File: config.mk
export PLATFORM = sky130hd
export DESIGN_NAME = bf2_sdf_stage
export DESIGN_NICKNAME = d
export VERILOG_FILES = /design/src/rtl/bf2_sdf_stage.sv
export SDC_FILE = /design/constraint.sdc
export NUM_CORES = 1
export LEC_CHECK = 0
export BUFFER_PORTS_ARGS = -buffer_cell sky130_fd_sc_hd__buf_4
export CORE_MARGIN = 2
export CORE_UTILIZATION = 45
export DETAILED_ROUTE_END_ITERATION = 12
export PLACE_DENSITY = 0.71
export SLEW_MARGIN = 10
export SYNTH_ARGS = -nofsm -noshare
export SYNTH_HDL_FRONTEND = slang
export SYNTH_SLANG_ARGS = --single-unit
File: constraint.sdc
create_clock -name clk -period 2.5 [get_ports clk]
set_input_delay 0.25 -clock clk [delete_from_list [all_inputs] [get_ports clk]]
set_output_delay 0.25 -clock clk [all_outputs]
set_load 0.01 [all_outputs]
File: src/rtl/bf2_sdf_stage.sv
// Radix-2 single-path delay-feedback butterfly stage. The DELAY-deep delay line
// lives outside; this block drives its input and consumes its output.
module bf2_sdf_stage #(
   parameter int W     = 29,
   parameter int DELAY = 16
) (
   input  logic         clk,
   input  logic         rst,
   input  logic         in_valid,
   input  logic [W-1:0] din_r,
   input  logic [W-1:0] din_i,
   input  logic [W-1:0] fifo_dor,
   input  logic [W-1:0] fifo_doi,
   output logic [W-1:0] to_fifo_r,
   output logic [W-1:0] to_fifo_i,
   output logic [W-1:0] dout_r,
   output logic [W-1:0] dout_i,
   output logic         out_valid,
   output logic         sync_err,
   output logic         ovf,
   output logic [1:0]   fsm_state
);

   // Stream handshake: in_valid qualifies din in the cycle it is high and
   // out_valid qualifies dout; there is no ready/backpressure in either direction.
   localparam int CW = $clog2(2 * DELAY);
   localparam int DW = $clog2(DELAY);

   typedef enum logic [1:0] {IDLE = 2'd0, RUN = 2'd1, DRAIN = 2'd2} state_t;

   state_t        state;
   logic [CW-1:0] cnt;
   logic [DW-1:0] dcnt;
   logic          primed;

   logic [W:0]    sum_r, sum_i, dif_r, dif_i;
   logic          wrap;
   logic          phase_b;

   assign sum_r = {fifo_dor[W-1], fifo_dor} + {din_r[W-1], din_r};
   assign sum_i = {fifo_doi[W-1], fifo_doi} + {din_i[W-1], din_i};
   assign dif_r = {fifo_dor[W-1], fifo_dor} - {din_r[W-1], din_r};
   assign dif_i = {fifo_doi[W-1], fifo_doi} - {din_i[W-1], din_i};

   assign wrap = (sum_r[W] ^ sum_r[W-1]) | (sum_i[W] ^ sum_i[W-1]) |
                 (dif_r[W] ^ dif_r[W-1]) | (dif_i[W] ^ dif_i[W-1]);

   // cnt >= DELAY is just the counter MSB because 2*DELAY is a power of two.
   assign phase_b   = (state == RUN) && cnt[CW-1];
   assign fsm_state = state;

   always_ff @(posedge clk or negedge rst) begin
      if (!rst) begin
         state     <= IDLE;
         cnt       <= '0;
         dcnt      <= '0;
         primed    <= 1'b0;
         to_fifo_r <= '0;
         to_fifo_i <= '0;
         dout_r    <= '0;
         dout_i    <= '0;
         out_valid <= 1'b0;
         sync_err  <= 1'b0;
         ovf       <= 1'b0;
      end else if (in_valid) begin
         // A sample arriving in IDLE or DRAIN is phase A of a fresh group (cnt is 0).
         if (phase_b) begin
            dout_r    <= sum_r[W-1:0];
            dout_i    <= sum_i[W-1:0];
            to_fifo_r <= dif_r[W-1:0];
            to_fifo_i <= dif_i[W-1:0];
            out_valid <= 1'b1;
            if (wrap) ovf <= 1'b1;
         end else begin
            to_fifo_r <= din_r;
            to_fifo_i <= din_i;
            out_valid <= primed;
            if (primed) begin
               dout_r <= fifo_dor;
               dout_i <= fifo_doi;
            end
         end
         cnt   <= cnt + CW'(1);
         state <= RUN;
         if (cnt == CW'(2 * DELAY - 1)) primed <= 1'b1;
      end else begin
         to_fifo_r <= '0;
         to_fifo_i <= '0;
         case (state)
            RUN: begin
               if (cnt != '0) begin
                  sync_err  <= 1'b1;
                  cnt       <= '0;
                  primed    <= 1'b0;
                  out_valid <= 1'b0;
                  state     <= IDLE;
               end else if (primed) begin
                  // This gap cycle already emits the first of the DELAY drain outputs.
                  dout_r    <= fifo_dor;
                  dout_i    <= fifo_doi;
                  out_valid <= 1'b1;
                  dcnt      <= DW'(1);
                  state     <= DRAIN;
               end else begin
                  out_valid <= 1'b0;
                  state     <= IDLE;
               end
            end
            DRAIN: begin
               dout_r    <= fifo_dor;
               dout_i    <= fifo_doi;
               out_valid <= 1'b1;
               if (dcnt == DW'(DELAY - 1)) begin
                  dcnt   <= '0;
                  primed <= 1'b0;
                  state  <= IDLE;
               end else begin
                  dcnt <= dcnt + DW'(1);
               end
            end
            default: begin
               out_valid <= 1'b0;
            end
         endcase
      end
   end

endmodule

==> flow_summary_export.csv, run 1 <==
group,metric,value,unit
logic_synthesis,synthFlopType,"dfrtp_1",
layout,final_area,16400,µm²
place,gp_congestion,0.906,
logic_synthesis,syn_inst,1384,
global_routing,grt.total_usage,0.285,
setup_path,regToRegEndpoint,"dout_r[22]",
place,dp_slack,-0.921,ns
hold_path,worstHoldStart,"din_r[23]",
place,portBuffers,239,
logic_synthesis,synth.top_cell.area_share,0.292,
layout,syn2layout_area_growth,46.0,%
logic_synthesis,yosysSeqAreaShare,0.292,
setup_path,crit_required,2.80,ns
die,fp.dieH,162,µm
sta,worst-slew-pin-transition,0.720,ns
routing,drc,0,
sta,hold_viol,0,
setup_path,r2r-start,"cnt[1]",
die,pin_count,240,
global_routing,antenna_found_initial,2,
logic_synthesis,synth-edff-count,0,
sta,max_freq,377,MHz
setup_path,crit_arrival,2.95,ns
logic_synthesis,syn_area_per_cell,8.11,µm²
global_routing,grt_pass1_vias,12055,
die,die_x,162,µm
logic_synthesis,syn_nets,1629,
logic_synthesis,synth_area,11200,µm²
setup_path,crit_path_max_fanout,3,
global_routing,grt_remaining_overflow,0,
setup_path,path_class,"primary input to register",
routing,dr.pass1.iters,5,
die,row_count,57,
sta,fin_worst_skew,0.00944,ns
power,powerDensity,500,nW/µm²
global_routing,grt_max_degree,86,
layout,utilization,0.672,
logic_synthesis,synth_most_common_cell,"o21ai_0",
place,dpl.hpwl,28.3,mm
clocking,h-tree-depth,4,
sta,period_needed,2.65,ns
outcome,violations,"setup timing",
die,start_util,0.460,
logic_synthesis,async_flop_share,1.00,
routing,dr.first_iter.drc_count,861,
die,coreArea,24400,µm²
logic_synthesis,yosysUniqueCellTypes,80,
clocking,clock_latency,0.42,ns
hold_path,min_to,"to_fifo_r[23]",
place,placed_cell_area,15200,µm²
die,die-area,26200,µm²
layout,n_antenna_cell,0,
power,p_leak,0.00800,µW
logic_synthesis,yosys.area.top_type,"dfrtp_1",
power,vdd_drop_max,0.427,mV
layout,fillers,2016,
hold_path,hp-class,"primary input to register",
clocking,cts.sink_count,131,
setup_path,r2r_cells,11,
routing,vias,11947,
setup_path,cp-start-kind,"primary input",
routing,wire_per_inst,17.6,µm
sta,whs,0.0515,ns
clocking,clk_pin_slew,0.07,ns
logic_synthesis,yosys-top-cells-count,"o21ai_0, nand2_1, dfrtp_1",
global_routing,grt_pass1_wl,60.4,mm
clocking,cts_buffers,17,
sta,setup_ws,-0.155,ns
hold_path,hold_depth,3,
routing,routed_wl,38.0,mm
layout,drive_above_1_share,0.344,
sta,slew_viol_final,0,
layout,fin_nets,2071,
setup_path,crit_path_end_kind,"register",
setup_path,rrSetupSlack,0.13,ns
sta,finalCritPeriodShare,1.06,
sta,rsz0062_at_grt,"yes",
clocking,cts_root_buf,"clkbuf_16",
routing,ant_nets,0,
routing,routed_via_density,5.53,
logic_synthesis,synth_warnings,0,
run,cap_violations,0,
sta,max-slew-margin-rel,0.520,
logic_synthesis,ys_seq_elements,131,
sta,setup_viol,5,
logic_synthesis,ys_top_cells_by_area,"dfrtp_1, ha_1, o21ai_0",
clocking,cts_tree,"done",
clocking,cts_buffer_depth,2,
outcome,status,"finished, violations left",
-- power breakdown --
part           total [µW]  internal (µW)  switching, µW
combinational        3180           1560           1620
clock                2640           1620           1020
sequential           2370           2270           98.4
total                8190           5450           2740
-- critical path, cell delays in order --
cell and delay, ns:
buf_4 0.13, inv_2 0.06, ha_4 0.19, or3_4 0.37, o211ai_2 0.22, nand4_1 0.31
a2111oi_4 0.54, o41ai_2 0.12, o41ai_2 0.33, xnor2_1 0.15, nor3_2 0.18, a31oi_1 0.11
-- logic make-up (layout without fill, tap and decap cells) --
family | count (synthesis) | count (layout) | share of synthesized area
AND/OR/NAND/NOR | 361 | 361 | 0.146
adder cells (fa/ha/maj) | 126 | 126 | 0.143
buffers and inverters | 191 | 645 | 0.0651
AO/OA/AOI/OAI | 467 | 467 | 0.268
multiplexers | 8 | 8 | 0.00725
XOR/XNOR | 100 | 100 | 0.0781
flip-flops | 131 | 131 | 0.292
-- how the worst max path moves through the flow --
stage | endpoint | slack, ns | depth (start not counted) | startpoint
6_report | ovf | -0.15 | 12 | din_r[4]
5_1_grt | ovf | -0.26 | 15 | din_r[1]
3_3_place_gp | ovf | -0.90 | 14 | din_r[0]
4_1_cts | ovf | -0.13 | 12 | din_r[2]
3_5_place_dp | ovf | -0.92 | 14 | din_r[0]
2_1_floorplan | dout_i[27] | -0.30 | 13 | din_i[6]
-- stage by stage --
step | setup TNS [ns] | power, µW | instances
5_1_grt | -1.36 | 8630 | 2162
2_1_floorplan | -1.03 | 4010 | 1384
3_3_place_gp | -16.59 | 5300 | 2114
6_report | -0.404 | 8190 | 2162
3_5_place_dp | -18.22 | 5350 | 2114
4_1_cts | -0.431 | 8070 | 2155
-- placed cells by master, fill, tap and decap left out, drive strengths merged, types with 6 or more instances in the layout --
cell type / instances
buf: 496
or3: 6
nand3: 16
nor2: 110
o21ai: 154
ha: 122
dfrtp: 131
nor4: 6
o211ai: 10
clkbuf: 19
xor2: 19
inv: 117
nor2b: 19
o21bai: 27
a211oi: 9
and3: 6
nor3: 17
nand2: 141
a21oi: 96
mux2i: 7
a21o: 22
a221oi: 9
nand2b: 19
a22oi: 52
xnor2: 81
o31ai: 10
o21a: 11
a31oi: 9
-- metal layers --
layer,global-route usage,vias to the layer above,part of all wire
met1,0.368,5707,0.42
met5,0,-,0.00042
met4,0.0825,2,0.021
met2,0.486,450,0.49
li1,-,5725,-
met3,0.0529,63,0.070
-- cell type report --
cell class | count | area, µm² | share of cell area
Inverter | 117 | 457 | 0.0279
Clock inverter | 12 | 156 | 0.00955
Multi-Input combinational cell | 1062 | 7780 | 0.475
Tap cell | 324 | 405 | 0.0247
Clock buffer | 19 | 453 | 0.0276
Sequential cell | 131 | 3280 | 0.200
Timing Repair Buffer | 497 | 3860 | 0.235
-- sequential cells by signal, indices dropped and copies added, names as in the netlist --
name / flops
dout_i: 29
dout_r: 29
to_fifo_i: 29
to_fifo_r: 29
cnt: 5
dcnt: 4
fsm_state: 2
out_valid: 1
ovf: 1
primed: 1
sync_err: 1
-- what timing repair did --
item,CTS,global route
cloned,0,0
hold buffers,1,0
pin swaps,21,46
hold endpoints to repair,70,0
setup buffers,10,8
endpoints found under the setup margin,12,40
gates resized for setup,24,76
(Power assumes the default switching activity.)
==> run 2, diff against run 1 <==
CTS_BUF_LIST = sky130_fd_sc_hd__clkbuf_16   (was default)
SLEW_MARGIN = default   (was 10)
==> flow_summary_export.csv, run 2 (synthesis results as in run 1) <==
group,metric,value,unit
outcome,status,"finished, violations left",
outcome,violations,"setup timing",
clocking,cts_root_buf,"clkbuf_16",
global_routing,grt_pass1_vias,12103,
clocking,cts.sink_count,131,
layout,syn2layout_area_growth,46.0,%
routing,routed_via_density,5.53,
power,p_leak,0.00800,µW
layout,final_cell_mix,"buf_4, nand2_1, dfrtp_1",
sta,slew_viol_final,0,
layout,n_antenna_cell,0,
setup_path,crit_arrival,2.96,ns
setup_path,max_stage_delay,0.49,ns
sta,worst-slew-pin-transition,0.706,ns
die,start_util,0.460,
power,powerDensity,498,nW/µm²
clocking,clk_pin_slew,0.06,ns
place,gp_congestion,0.906,
routing,ant_nets,0,
global_routing,grt_pass1_wl,60.5,mm
sta,period_needed,2.66,ns
setup_path,crit_slowest_cell,"a2111oi_4",
sta,hold_viol,0,
setup_path,path_cells,"buf_4, inv_1, ha_1, or3_4, o211ai_2, nand4_1, a2111oi_4, o41ai_2, o41ai_2, xnor2_2, nor3_2, a31oi_1",
layout,drive_above_1_share,0.346,
power,finalPower,8150,µW
setup_path,path_buf_inv,2,
routing,dr.pass1.iters,5,
setup_path,crit_path_max_fanout,3,
setup_path,crit_path_end_kind,"register",
die,row_count,57,
sta,finalSetupTns,-0.502,ns
die,fp.dieH,162,µm
run,cap_violations,0,
sta,setup_ws,-0.164,ns
layout,layout_commonest_cell,"buf_4",
global_routing,antenna_found_initial,2,
sta,finalCritPeriodShare,1.07,
setup_path,path_class,"primary input to register",
routing,routed_wl,38.3,mm
global_routing,grt_remaining_overflow,0,
power,vdd_drop_max,0.432,mV
sta,fin_worst_skew,0.00855,ns
clocking,cts_buffers,17,
die,die_x,162,µm
global_routing,grt.total_usage,0.285,
place,dp_slack,-0.921,ns
setup_path,crit_required,2.80,ns
clocking,h-tree-depth,4,
sta,rsz0062_at_grt,"yes",
routing,drc,0,
sta,setup_viol,6,
setup_path,cp-start-kind,"primary input",
die,coreArea,24400,µm²
routing,dr.first_iter.drc_count,860,
setup_path,cp_top_family,"compound AO/OA/AOI/OAI gates",
routing,wire_per_inst,17.7,µm
layout,fin_nets,2073,
place,dpl.hpwl,28.3,mm
die,die-area,26200,µm²
sta,max_freq,375,MHz
hold_path,hp-class,"primary input to register",
die,pin_count,240,
setup_path,critical_path.most_common_cell,"o41ai_2",
clocking,cts_buffer_depth,2,
sta,max-slew-margin-rel,0.529,
routing,vias,11968,
clocking,cts_tree,"done",
clocking,clock_latency,0.43,ns
place,portBuffers,239,
global_routing,grt_max_degree,86,
## run 2: worst register-to-register path, stage by stage (launching register included)
cell      delay, ns
dfrtp_1        0.38
inv_1          0.05
ha_1           0.18
nor4b_2        0.16
buf_4          0.15
a21oi_1        0.16
and2_1         0.18
buf_6          0.30
nor2b_2        0.12
buf_12         0.19
a221oi_1       0.27
o21ai_1        0.10
## run 2: cell type report
cell class / instances / area (µm²)
Multi-Input combinational cell: 1062 / 7790
Fill cell: 2010 / 8010
Inverter: 117 / 457
Sequential cell: 131 / 3280
Clock inverter: 14 / 164
Clock buffer: 17 / 425
Tap cell: 324 / 405
Timing Repair Buffer: 499 / 3860
## run 2: stage by stage
step	hold slack (ns)	utilization	std cells	instance area, µm²
final	0.0459	0.672	2164	16400
after global routing	0.0565	0.672	2164	16400
after CTS	0.0424	0.654	2155	15900
after detailed placement	0.323	0.623	2114	15200
after global placement	0.322	0.623	2114	15200
after floorplan	-0.0456	-	1384	11400
## run 2: report_power, final
part	switching [µW]	leakage, µW	internal, µW	total [µW]
logic	1630	0.00604	1560	3190
clock network	1030	0.000276	1560	2590
registers	98.2	0.00168	2270	2370
total	2760	0.00800	5390	8150
## run 2: worst paths after layout
check / from / end / slack [ns] / depth (start not counted)
max in group asynchronous: rst / dout_i[26] / 1.34 / 3
max: din_r[4] / ovf / -0.16 / 12
min: din_r[23] / to_fifo_r[23] / 0.05 / 3
min reg2reg: dout_i[14] / dout_i[14] / 0.48 / 2
max reg2reg: cnt[1] / dout_r[22] / 0.14 / 11
min in group asynchronous: rst / out_valid / 0.42 / 2
## run 2: repair_timing
action                     CTS  global route
hold buffers                 1             0
setup endpoints to repair   11            39
setup buffers               10            10
hold endpoints to repair    70             0
resized for setup           23            83
pin swaps                   23            46
## run 2: routing by layer
metal	global-route usage	wire, µm	up-vias
met5	0	12	-
met4	0.0760	694	2
met3	0.0600	2580	48
met2	0.485	18600	413
met1	0.368	16400	5779
li1	-	-	5726
==> run 3, diff against run 2 <==
CORE_MARGIN = default   (was 2)
CORE_UTILIZATION = 51   (was 45)
PLACE_DENSITY = 0.78   (was 0.71)
==> flow_summary_export.csv, run 3 (synthesis results as in run 1) <==
group,metric,value,unit
sta,worst-slew-pin-transition,0.782,ns
routing,dr.first_iter.drc_count,707,
layout,layout_commonest_cell,"buf_4",
place,gp_congestion,0.938,
run,cap_violations,0,
sta,slew_viol_final,0,
sta,whs,0.0561,ns
clocking,cts_tree,"done",
routing,routed_wl,38.6,mm
setup_path,cp-start-kind,"primary input",
sta,setup_ws,-0.109,ns
layout,drive_above_1_share,0.346,
clocking,h-tree-depth,4,
sta,max-slew-margin-rel,0.478,
die,fp.dieH,150,µm
place,placed_cell_area,15200,µm²
sta,hold_viol,0,
global_routing,grt_remaining_overflow,0,
hold_path,hold_depth,3,
hold_path,min_to,"to_fifo_i[24]",
global_routing,grt_busiest_layer,"met2",
routing,vias,12284,
layout,multi_input_area,7800,µm²
setup_path,regToRegEndpoint,"dout_i[27]",
power,powerDensity,499,nW/µm²
power,vdd_drop_max,0.446,mV
setup_path,crit_slowest_cell,"o41a_1",
global_routing,use_met2,0.572,
clocking,cts_buffers,17,
sta,fin_worst_skew,0.00871,ns
routing,ant_nets,0,
die,pin_count,240,
clocking,cts_root_buf,"clkbuf_16",
routing,routed_via_density,5.80,
layout,fin_nets,2075,
setup_path,crit_required,2.79,ns
global_routing,grt_pass1_wl,59.5,mm
global_routing,grt.total_usage,0.332,
die,start_util,0.527,
clocking,cts_buffer_depth,2,
setup_path,r2r_cells,11,
global_routing,antenna_found_initial,0,
setup_path,rrSetupSlack,0.05,ns
routing,wire_per_inst,18.2,µm
place,dpl.hpwl,27.6,mm
layout,fillers,1502,
die,die-area,22600,µm²
outcome,violations,"setup timing",
routing,dr.pass1.iters,6,
layout,syn2layout_area_growth,45.6,%
clocking,clock_latency,0.42,ns
setup_path,max_stage_delay,0.36,ns
clocking,clk_pin_slew,0.06,ns
layout,n_antenna_cell,0,
setup_path,cp_top_family,"compound AO/OA/AOI/OAI gates",
sta,max_freq,383,MHz
setup_path,crit_path_max_fanout,4,
layout,final_area,16300,µm²
setup_path,critical_path.most_common_cell,"o211ai_1",
die,coreArea,21300,µm²
hold_path,worstHoldStart,"din_i[24]",
setup_path,path_cells,"buf_8, ha_4, inv_2, fa_2, nor2_4, o311a_1, o41a_1, o211ai_1, o211ai_1, nand4_1, a41o_1, xnor2_1, nor3_2, a31oi_1",
outcome,status,"finished, violations left",
setup_path,path_buf_inv,2,
sta,rsz0062_at_grt,"yes",
sta,period_needed,2.61,ns
sta,finalCritPeriodShare,1.04,
setup_path,crit_path_end_kind,"register",
place,portBuffers,239,
global_routing,grt_max_degree,86,
global_routing,grt.met3_usage,0.0594,
routing,drc,0,
global_routing,grt_use_met1,0.405,
hold_path,hp-class,"primary input to register",
layout,utilization,0.767,
sta,setup_viol,6,
setup_path,path_class,"primary input to register",
setup_path,r2r-start,"cnt[1]",
global_routing,grt_pass1_vias,12208,
layout,final_cell_mix,"buf_4, nand2_1, o21ai_0",
layout,regArea,3280,µm²
die,row_count,53,
die,die_x,150,µm
power,p_leak,0.00803,µW
setup_path,crit_arrival,2.90,ns
clocking,cts.sink_count,131,
==> run 3: changes by cell type in the layout (fill, tap and decap cells not counted), sizes merged <==
cell / change
inv: +4
buf: +2
clkinvlp: -2
bufinv: -1
==> run 3: final cells by class <==
| type | count | share of cell area |
|---|---|---|
| timing repair buffer | 501 | 0.237 |
| clock buffer | 17 | 0.0260 |
| clock inverter | 15 | 0.00958 |
| sequential | 131 | 0.201 |
| inverter | 117 | 0.0278 |
| multi-input combinational | 1062 | 0.478 |
| tap | 275 | 0.0211 |
==> run 3: per-stage QoR <==
stage / setup TNS (ns) / cells / worst slack, ns / power (µW)
global placement: -14.68 / 2073 / -0.693 / 5300
global route: -1.54 / 2118 / -0.266 / 8540
detailed placement: -17.30 / 2073 / -0.731 / 5370
CTS: -0.0819 / 2115 / -0.0719 / 7960
finish: -0.433 / 2118 / -0.109 / 8150
floorplan: -1.03 / 1384 / -0.295 / 4010
==> run 3: power breakdown <==
group	internal, µW	switching, µW	total, µW
Sequential	2270	97.7	2370
Combinational	1580	1660	3240
Clock	1480	1060	2540
Total	5330	2820	8150
==> run 3: what timing repair did <==
action,4_1_cts,5_1_grt
pin swaps,16,39
hold buffers,1,0
setup endpoints to repair,14,42
hold endpoints to repair,74,0
setup buffers,9,4
gates resized for setup,24,77
==> run 3: worst max-delay path by stage <==
stage	startpoint	end	slack, ns	cells after the start
3_5_place_dp	din_r[0]	ovf	-0.73	14
4_1_cts	din_r[11]	ovf	-0.07	13
3_3_place_gp	din_r[0]	ovf	-0.69	14
2_1_floorplan	din_i[6]	dout_i[27]	-0.30	13
6_report	din_r[0]	ovf	-0.11	14
5_1_grt	din_r[10]	ovf	-0.27	13
==> run 3: per-layer routing <==
metal	up-vias	part of all wire
met1	5892	0.40
li1	5722	-
met5	-	0
met3	117	0.075
met4	0	0.038
met2	553	0.49
==> run 3: tightest hold or removal path, stage by stage <==
cell,delay (ns)
buf_4,0.09
nand2_1,0.04
o21ai_0,0.06
